**config.mk**
```make
export PLATFORM = sky130hd
export DESIGN_NAME = lr35902_mtim
export DESIGN_NICKNAME = d
export VERILOG_FILES = /design/src/rtl/lr35902_mtim.sv
export SDC_FILE = /design/constraint.sdc
export NUM_CORES = 1
export LEC_CHECK = 0
export CELL_PAD_IN_SITES_DETAIL_PLACEMENT = 0
export CELL_PAD_IN_SITES_GLOBAL_PLACEMENT = 1
export CORE_ASPECT_RATIO = 0.8
export CORE_UTILIZATION = 47
export DETAILED_ROUTE_END_ITERATION = 12
export PLACE_DENSITY = 0.77
export SKIP_LAST_GASP = 1
export SLEW_MARGIN = 20
export SYNTH_ARGS = -nofsm -noshare
export SYNTH_HDL_FRONTEND = slang
export SYNTH_SLANG_ARGS = --single-unit
```
**constraint.sdc**
```tcl
create_clock -name clk -period 3.3 [get_ports clk]
set_clock_uncertainty 0.1 [all_clocks]
set_input_delay 0.495 -clock clk [delete_from_list [all_inputs] [get_ports clk]]
set_output_delay 0.495 -clock clk [all_outputs]
set_load 0.02 [all_outputs]
```
**src/rtl/lr35902_mtim.sv**
```systemverilog
// lr35902_mtim: multi-channel timer sharing one free-running 16-bit divider.
// Each channel counts falling edges of an enable-gated, selectable divider tap.
module lr35902_mtim #(
    parameter int CHANNELS = 2,
    parameter int ADR_W    = 4
) (
    input  logic             clk,
    input  logic             reset,
    output logic [7:0]       dout,
    input  logic [7:0]       din,
    input  logic [ADR_W-1:0] adr,
    input  logic             read,
    input  logic             write,
    output logic             irq
);
    // Tap select 0..7 -> divider bit index, one nibble per entry, entry 0 lowest
    localparam logic [31:0] TAP_MAP = {4'd15, 4'd1, 4'd13, 4'd11, 4'd7, 4'd5, 4'd3, 4'd9};

    logic [15:0]         div_q, div_d;
    logic [7:0]          cnt_q [CHANNELS];
    logic [7:0]          cnt_d [CHANNELS];
    logic [7:0]          rld_q [CHANNELS];
    logic [7:0]          rld_d [CHANNELS];
    logic [4:0]          ctl_q [CHANNELS];
    logic [4:0]          ctl_d [CHANNELS];
    logic [CHANNELS-1:0] if_q, if_d, ie_q, ie_d, tap_q, tap_d, inc, ovf;
    logic                rd_q, wr_q, irq_q, irq_d;
    logic [7:0]          dout_q, dout_d, rdat;
    logic                rd_edge, wr_edge;

    assign dout = dout_q;
    assign irq  = irq_q;

    always_comb begin
        rd_edge = read & ~rd_q;
        wr_edge = wr_q & ~write;
        div_d   = (wr_edge && adr == ADR_W'(0)) ? 16'h0000 : div_q + 16'd1;
        if_d    = (wr_edge && adr == ADR_W'(1)) ? if_q & ~din[CHANNELS-1:0] : if_q;
        ie_d    = (wr_edge && adr == ADR_W'(2)) ? din[CHANNELS-1:0] : ie_q;
        irq_d   = |(if_q & ie_q);
        tap_d   = '0;
        inc     = '0;
        ovf     = '0;
        rdat    = 8'hFF;
        if (adr == ADR_W'(0)) rdat = div_q[15:8];
        if (adr == ADR_W'(1)) rdat = {{(8-CHANNELS){1'b1}}, if_q};
        if (adr == ADR_W'(2)) rdat = {{(8-CHANNELS){1'b1}}, ie_q};
        for (int n = 0; n < CHANNELS; n++) begin
            tap_d[n] = div_q[TAP_MAP[{ctl_q[n][2:0], 2'b00} +: 4]] & ctl_q[n][3];
            inc[n]   = tap_q[n] & ~tap_d[n];
            ovf[n]   = inc[n] & (cnt_q[n] == 8'hFF);
            cnt_d[n] = ovf[n] ? rld_q[n] : cnt_q[n] + 8'(inc[n]);
            rld_d[n] = rld_q[n];
            ctl_d[n] = (ovf[n] & ctl_q[n][4]) ? {ctl_q[n][4], 1'b0, ctl_q[n][2:0]} : ctl_q[n];
            // Overflow set is applied after the write-1-to-clear so it takes priority
            if_d[n]  = if_d[n] | ovf[n];
            if (wr_edge && adr == ADR_W'(4*n+4)) cnt_d[n] = din;
            if (wr_edge && adr == ADR_W'(4*n+5)) rld_d[n] = din;
            if (wr_edge && adr == ADR_W'(4*n+6)) ctl_d[n] = din[4:0];
            if (adr == ADR_W'(4*n+4)) rdat = cnt_q[n];
            if (adr == ADR_W'(4*n+5)) rdat = rld_q[n];
            if (adr == ADR_W'(4*n+6)) rdat = {3'b111, ctl_q[n]};
        end
        dout_d = rd_edge ? rdat : dout_q;
    end

    always_ff @(posedge clk or posedge reset) begin
        if (reset) begin
            div_q  <= '0;
            cnt_q  <= '{default: '0};
            rld_q  <= '{default: '0};
            ctl_q  <= '{default: '0};
            if_q   <= '0;
            ie_q   <= '0;
            tap_q  <= '0;
            rd_q   <= 1'b0;
            wr_q   <= 1'b0;
            dout_q <= '0;
            irq_q  <= 1'b0;
        end else begin
            div_q  <= div_d;
            cnt_q  <= cnt_d;
            rld_q  <= rld_d;
            ctl_q  <= ctl_d;
            if_q   <= if_d;
            ie_q   <= ie_d;
            tap_q  <= tap_d;
            rd_q   <= read;
            wr_q   <= write;
            dout_q <= dout_d;
            irq_q  <= irq_d;
        end
    end
endmodule

```
Yosys cells after proc, flatten, opt, wreduce, memory -nomap -nowiden
Index checks and enable logic that the tools add are counted.
Cells by class
  reductions and logical operators: 13
  muxes and demuxes: 23
  multiply operators: 0
  shift operators: 2
  $lt $le $gt $ge: 2
  div/mod/pow operators: 0
  add/sub/neg operators: 3
  eq/ne operators: 10
  bitwise logic cells: 19
Operator list (count)
  8-bit 2-to-1 mux: 13
  32-bit by 6-bit variable part select with 4-bit output, first input constant: 2
  16-bit by 1-bit adder with 16-bit output, second input constant: 1
  8-bit by 1-bit adder with 8-bit output: 2
  8-bit == test, second input constant: 2
  16-bit 2-to-1 mux: 1
  4-bit by 3-bit == test with 1-bit output, second input constant: 3
  4-bit == test, second input constant: 3
  1-bit bitwise AND: 10
  4-bit by 5-bit < comparator with 1-bit output, second input constant: 2
  5-bit 2-to-1 mux: 2
  1-bit logical AND: 9
  1-bit binary-select mux with 4-bit select: 2
  4-bit 2-to-1 mux: 2
  2-bit bitwise AND: 2
  4-bit by 1-bit == test with 1-bit output, second input constant: 1
  4-bit by 2-bit == test with 1-bit output, second input constant: 1
  4-bit logical NOT: 1
  1-bit NOT: 4
  2-bit nonzero test: 2
  1-bit 2-to-1 mux: 2
  2-bit 2-to-1 mux: 1
  2-bit NOT: 1
  1-bit bitwise OR: 2
  2-bit OR reduction: 1
Storage, ports and cells
  input bits: 16
  memories kept: 0
  bits in read-only memories: 0
  flip-flop bits (word level): 75
  logic and storage cells: 88
  RAM bits: 0
  latch bits: 0
  output and inout bits: 9

Logic depth before layout (Yosys ltp)
  word-level depth: 10
  mapped depth: 11
  gate-level depth less buffers: 10

Least setup slack after synthesis
Ideal clock, no wire load.
  kind: reg2reg
  start: register ctl_q[7] (netlist name)
  end: register cnt_q[12] (netlist name)
  clock period less this slack: 2396 ps
  arrival: 2164 ps
  stages on the path, launching flop included: 12
  path buffers: 1
  setup time: 132 ps
  setup slack: 904 ps
  required time: 3068 ps
  path through: dfrtp_1 > buf_6 > mux2_4 > or3_4 > and3_2 > nor2_1 > ha_1 > ha_1 > nand3_1 > xnor2_1 > mux2i_1 > o21ai_1
RTL lines
  start: declaration: RTL line 24  | logic [4:0] ctl_q [CHANNELS];
  start signal: assignment: RTL line 84  | ctl_q <= ctl_d;
  end signal: assignment: RTL line 82  | cnt_q <= cnt_d;
  end: declaration: RTL line 20  | logic [7:0] cnt_q [CHANNELS];

==> key figures <==
Outcome
  – Status: complete, no violations

Place
  – GPL Wtd Cong: between 0.9 and 1
  – Dpl hpwl: about 8.1 mm
  – Placed cell area: 4510 µm²
  – Port Buf Inserts: 24
  – Pre-CTS setup slack: 0.587 ns

Floorplanning
  – Initial Util: 0.485
  – Die area: 9130 µm²
  – DIE HEIGHT: 85.7 µm
  – Core Rows: 30
  – IO Count: 25
  – Die Span X: roughly 110 µm
  – Core Area: around 8500 µm²

Setup path
  – Crit path from: ctl_q[7]
  – WP data required: around 3.4 ns
  – Crit Path Class: reg -> reg
  – Crit path max fanout: 6
  – CP max-delay cell: dfrtp_1
  – Worst flop-to-flop path startpoint: ctl_q[7]
  – Critical path launch point type: flop
  – Crit-path cells: mux2_4 -> or3_4 -> and3_2 -> nor2_1 -> ha_1 -> ha_1 -> nand3_1 -> xnor2_1 -> mux2i_1 -> o21ai_1
  – Critical Path AT: ~2.9 ns
  – Setup crit end kind: flop
  – CP dominant cell by count: ha_1
  – Critical Path Max Stage Delay: 0.55 ns

Power
  – PD cells: between 600 and 700 nW/µm²
  – Worst vdd ir: 0.258 mV
  – Pint: 1.98 mW
  – Design Power: 3.02 mW
  – Clock Power Share: 0.244
  – Sequential power share: 0.500
  – Net Sw Frac: 0.344
  – Switching Power: 1.04 mW
  – Pleak: 2.01 nW
  – Comb power frac: 0.256

Synthesis
  – Synth unique cells: 47
  – Synth area leader: dfrtp_1
  – Post-Syn Area: 4110 µm²
  – Yosys reg bits: 75
  – Top cells by area, synth: dfrtp_1, mux2_2, mux2i_1, o21ai_0, xnor2_1
  – Net count after synthesis: 440
  – Most frequent cell after synthesis: dfrtp_1
  – Syn_area_per_cell: 9.82 µm²
  – Synth Flop Type: dfrtp_1
  – Commonest cells in the netlist: dfrtp_1, nand2_1, o21ai_0
  – Number of synthesized flops with an enable pin: 0
  – Synth warn: 0
  – Synthesized instance count: 419
  – Async SR Flop Fraction: 1.00
  – Sequential fraction of the synthesis area: 0.456
  – Synth top area share: 0.456

Timing
  – Measured slew at the worst slew-check pin: ~0.63 ns
  – Final Cycle Share: 0.825
  – # setup viols final: 0
  – Final critical-path required period: 2.72 ns
  – Hold Fails Final Rpt: 0
  – Post-route setup TNS: 0 ns
  – Slack of the critical path: 0.578 ns
  – Max Fclk: 367 MHz
  – Relative slew margins: 0.580
  – RSZ-0062 raised after global routing: no
  – Final Slew Violations: 0

Clock tree
  – CTS Hold Bufs: 0
  – Clock Tree Root: clkbuf_8
  – Clock Latency Late Sink: 0.35 ns
  – CTS tree: built
  – Post-CTS Setup Repair Bufs: 0
  – H-Tree Depth: 3
  – Num CTS Buffers: 9
  – CTS clock-pin slew for the worst setup and hold paths: around 0.08 ns
  – Total clock sinks: 75
  – CTS resizes: 0
  – Worst-case clock buffer depth: 2

Drt
  – # DRC: 0
  – Iteration-0 DRC Markers: 285
  – DR WL/cell: 19.4 µm
  – First-pass DRT Iterations: 5
  – Via density: 5.89
  – Routed vias: 3322
  – Total wire length: 10.9 mm
  – Antenna-violating nets left: 0

Layout
  – Fin area: about 4700 µm²
  – Post-layout net count: 468
  – Area grow syn2layout: 14.5%
  – Diode count: 0
  – Post-layout util: 0.555
  – Multi-input logic area: 2110 µm²
  – Layout cells sized above 1: 0.148
  – Reg area: 1880 µm²
  – Fill count: approximately 800

GRT
  – Global Route Usage Sum: 0.255
  – First-pass GRT wire length: 17.6 mm
  – Vias in the first global route: 3119
  – Grt total ovfl: 0
  – Number of antenna violations at the first check in global routing: 0
  – Largest net degree at the start of global routing: 37

Run
  – MaxCap Viol Count: 0

Worst hold path
  – Hold Crit Class: in -> async
-- sequential cells by signal, summed over array words and instances (netlist names) --
name and flops:
irq 1, wr_q 1, rld_q 16, tap_q 2, ie_q 2, rd_q 1, cnt_q 16, if_q 2
div_q 16, dout 8, ctl_q 10
-- metal layers --
layer  global-route usage  share of wire  up-vias
met5                    0              0        -
met4               0.0710          0.016        0
met3               0.0524          0.065       18
met2                0.357           0.42      122
met1                0.395           0.49     1620
li1                     -              -     1562
-- stage by stage --
| stage | std cells | hold WS [ns] |
|---|---|---|
| floorplan | 419 | 0.355 |
| global placement | 548 | 0.360 |
| detailed placement | 548 | 0.374 |
| CTS | 564 | 0.295 |
| global route | 564 | 0.308 |
| finish | 564 | 0.289 |
-- placed cells by master (no fill, tap or decap), types with 2 or more instances in the layout --
cell type        count
or3_1                8
nor4_1               2
a21oi_1             26
nand2_1             38
clkinv_2             2
inv_1               10
and4_1               5
a2bb2oi_1            2
nand2b_1             8
nand3_1             18
xnor2_1             17
mux2_2              30
a311oi_1             3
a22oi_1              2
nand4_1              5
clkdlybuf4s50_1     24
nor3_1               3
a32oi_1              2
ha_1                 5
xor2_1               3
mux2_4               2
nand3b_1             2
o21ai_0             33
a221oi_1             4
dfrtp_1             75
and3_1               6
clkbuf_8            11
nor2_1              32
mux2i_1             21
o21ai_1              6
o22ai_1              3
nor2b_1             12
a31oi_1              3
buf_4               11
-- logic make-up (layout without fill, tap and decap cells) --
group           Yosys count  in the layout  synth area share
flops                    75             75             0.456
fa+ha+maj                 5              5            0.0152
simple gates            143            143             0.175
compound gates           92             92             0.133
mux                      54             54             0.146
buf+inv                  30             63            0.0316
xor+xnor                 20             20            0.0426
-- power groups by stage --
stage | Sequential [mW] | Clock, mW | Combinational (mW)
after floorplan | 1.41 | 0 | 0.573
after global placement | 1.52 | 0 | 0.746
after detailed placement | 1.51 | 0 | 0.773
after CTS | 1.50 | 0.740 | 0.776
after global routing | 1.54 | 0.785 | 0.872
final | 1.51 | 0.736 | 0.774
-- worst paths after layout --
| path | end | slack (ns) | cells after the start |
|---|---|---|---|
| setup reg to reg | cnt_q[12] | 0.58 | 10 |
| hold / removal | div_q[6] | 0.29 | 2 |
| setup / recovery | cnt_q[12] | 0.58 | 10 |
| hold reg to reg | dout[7] | 0.38 | 2 |
| min in group clk | dout[7] | 0.38 | 2 |
| max in group asynchronous | ctl_q[5] | 2.14 | 3 |
-- final cells by class --
class,instances,area share
multi-input cells,314,0.447
flip-flops and latches,75,0.398
repair buffers,36,0.0728
clock buffers,12,0.0329
well taps,112,0.0297
clock inverters,4,0.0104
inverters,11,0.00876
-- critical path: cells and delay by family (launching register included) --
family / cells / cell delay, ns
xor+xnor: 1 / 0.14
mux: 2 / 0.46
compound gates: 1 / 0.07
simple gates: 4 / 0.78
fa+ha+maj: 2 / 0.50
flops: 1 / 0.55
Power figures use the tool's default switching activity.
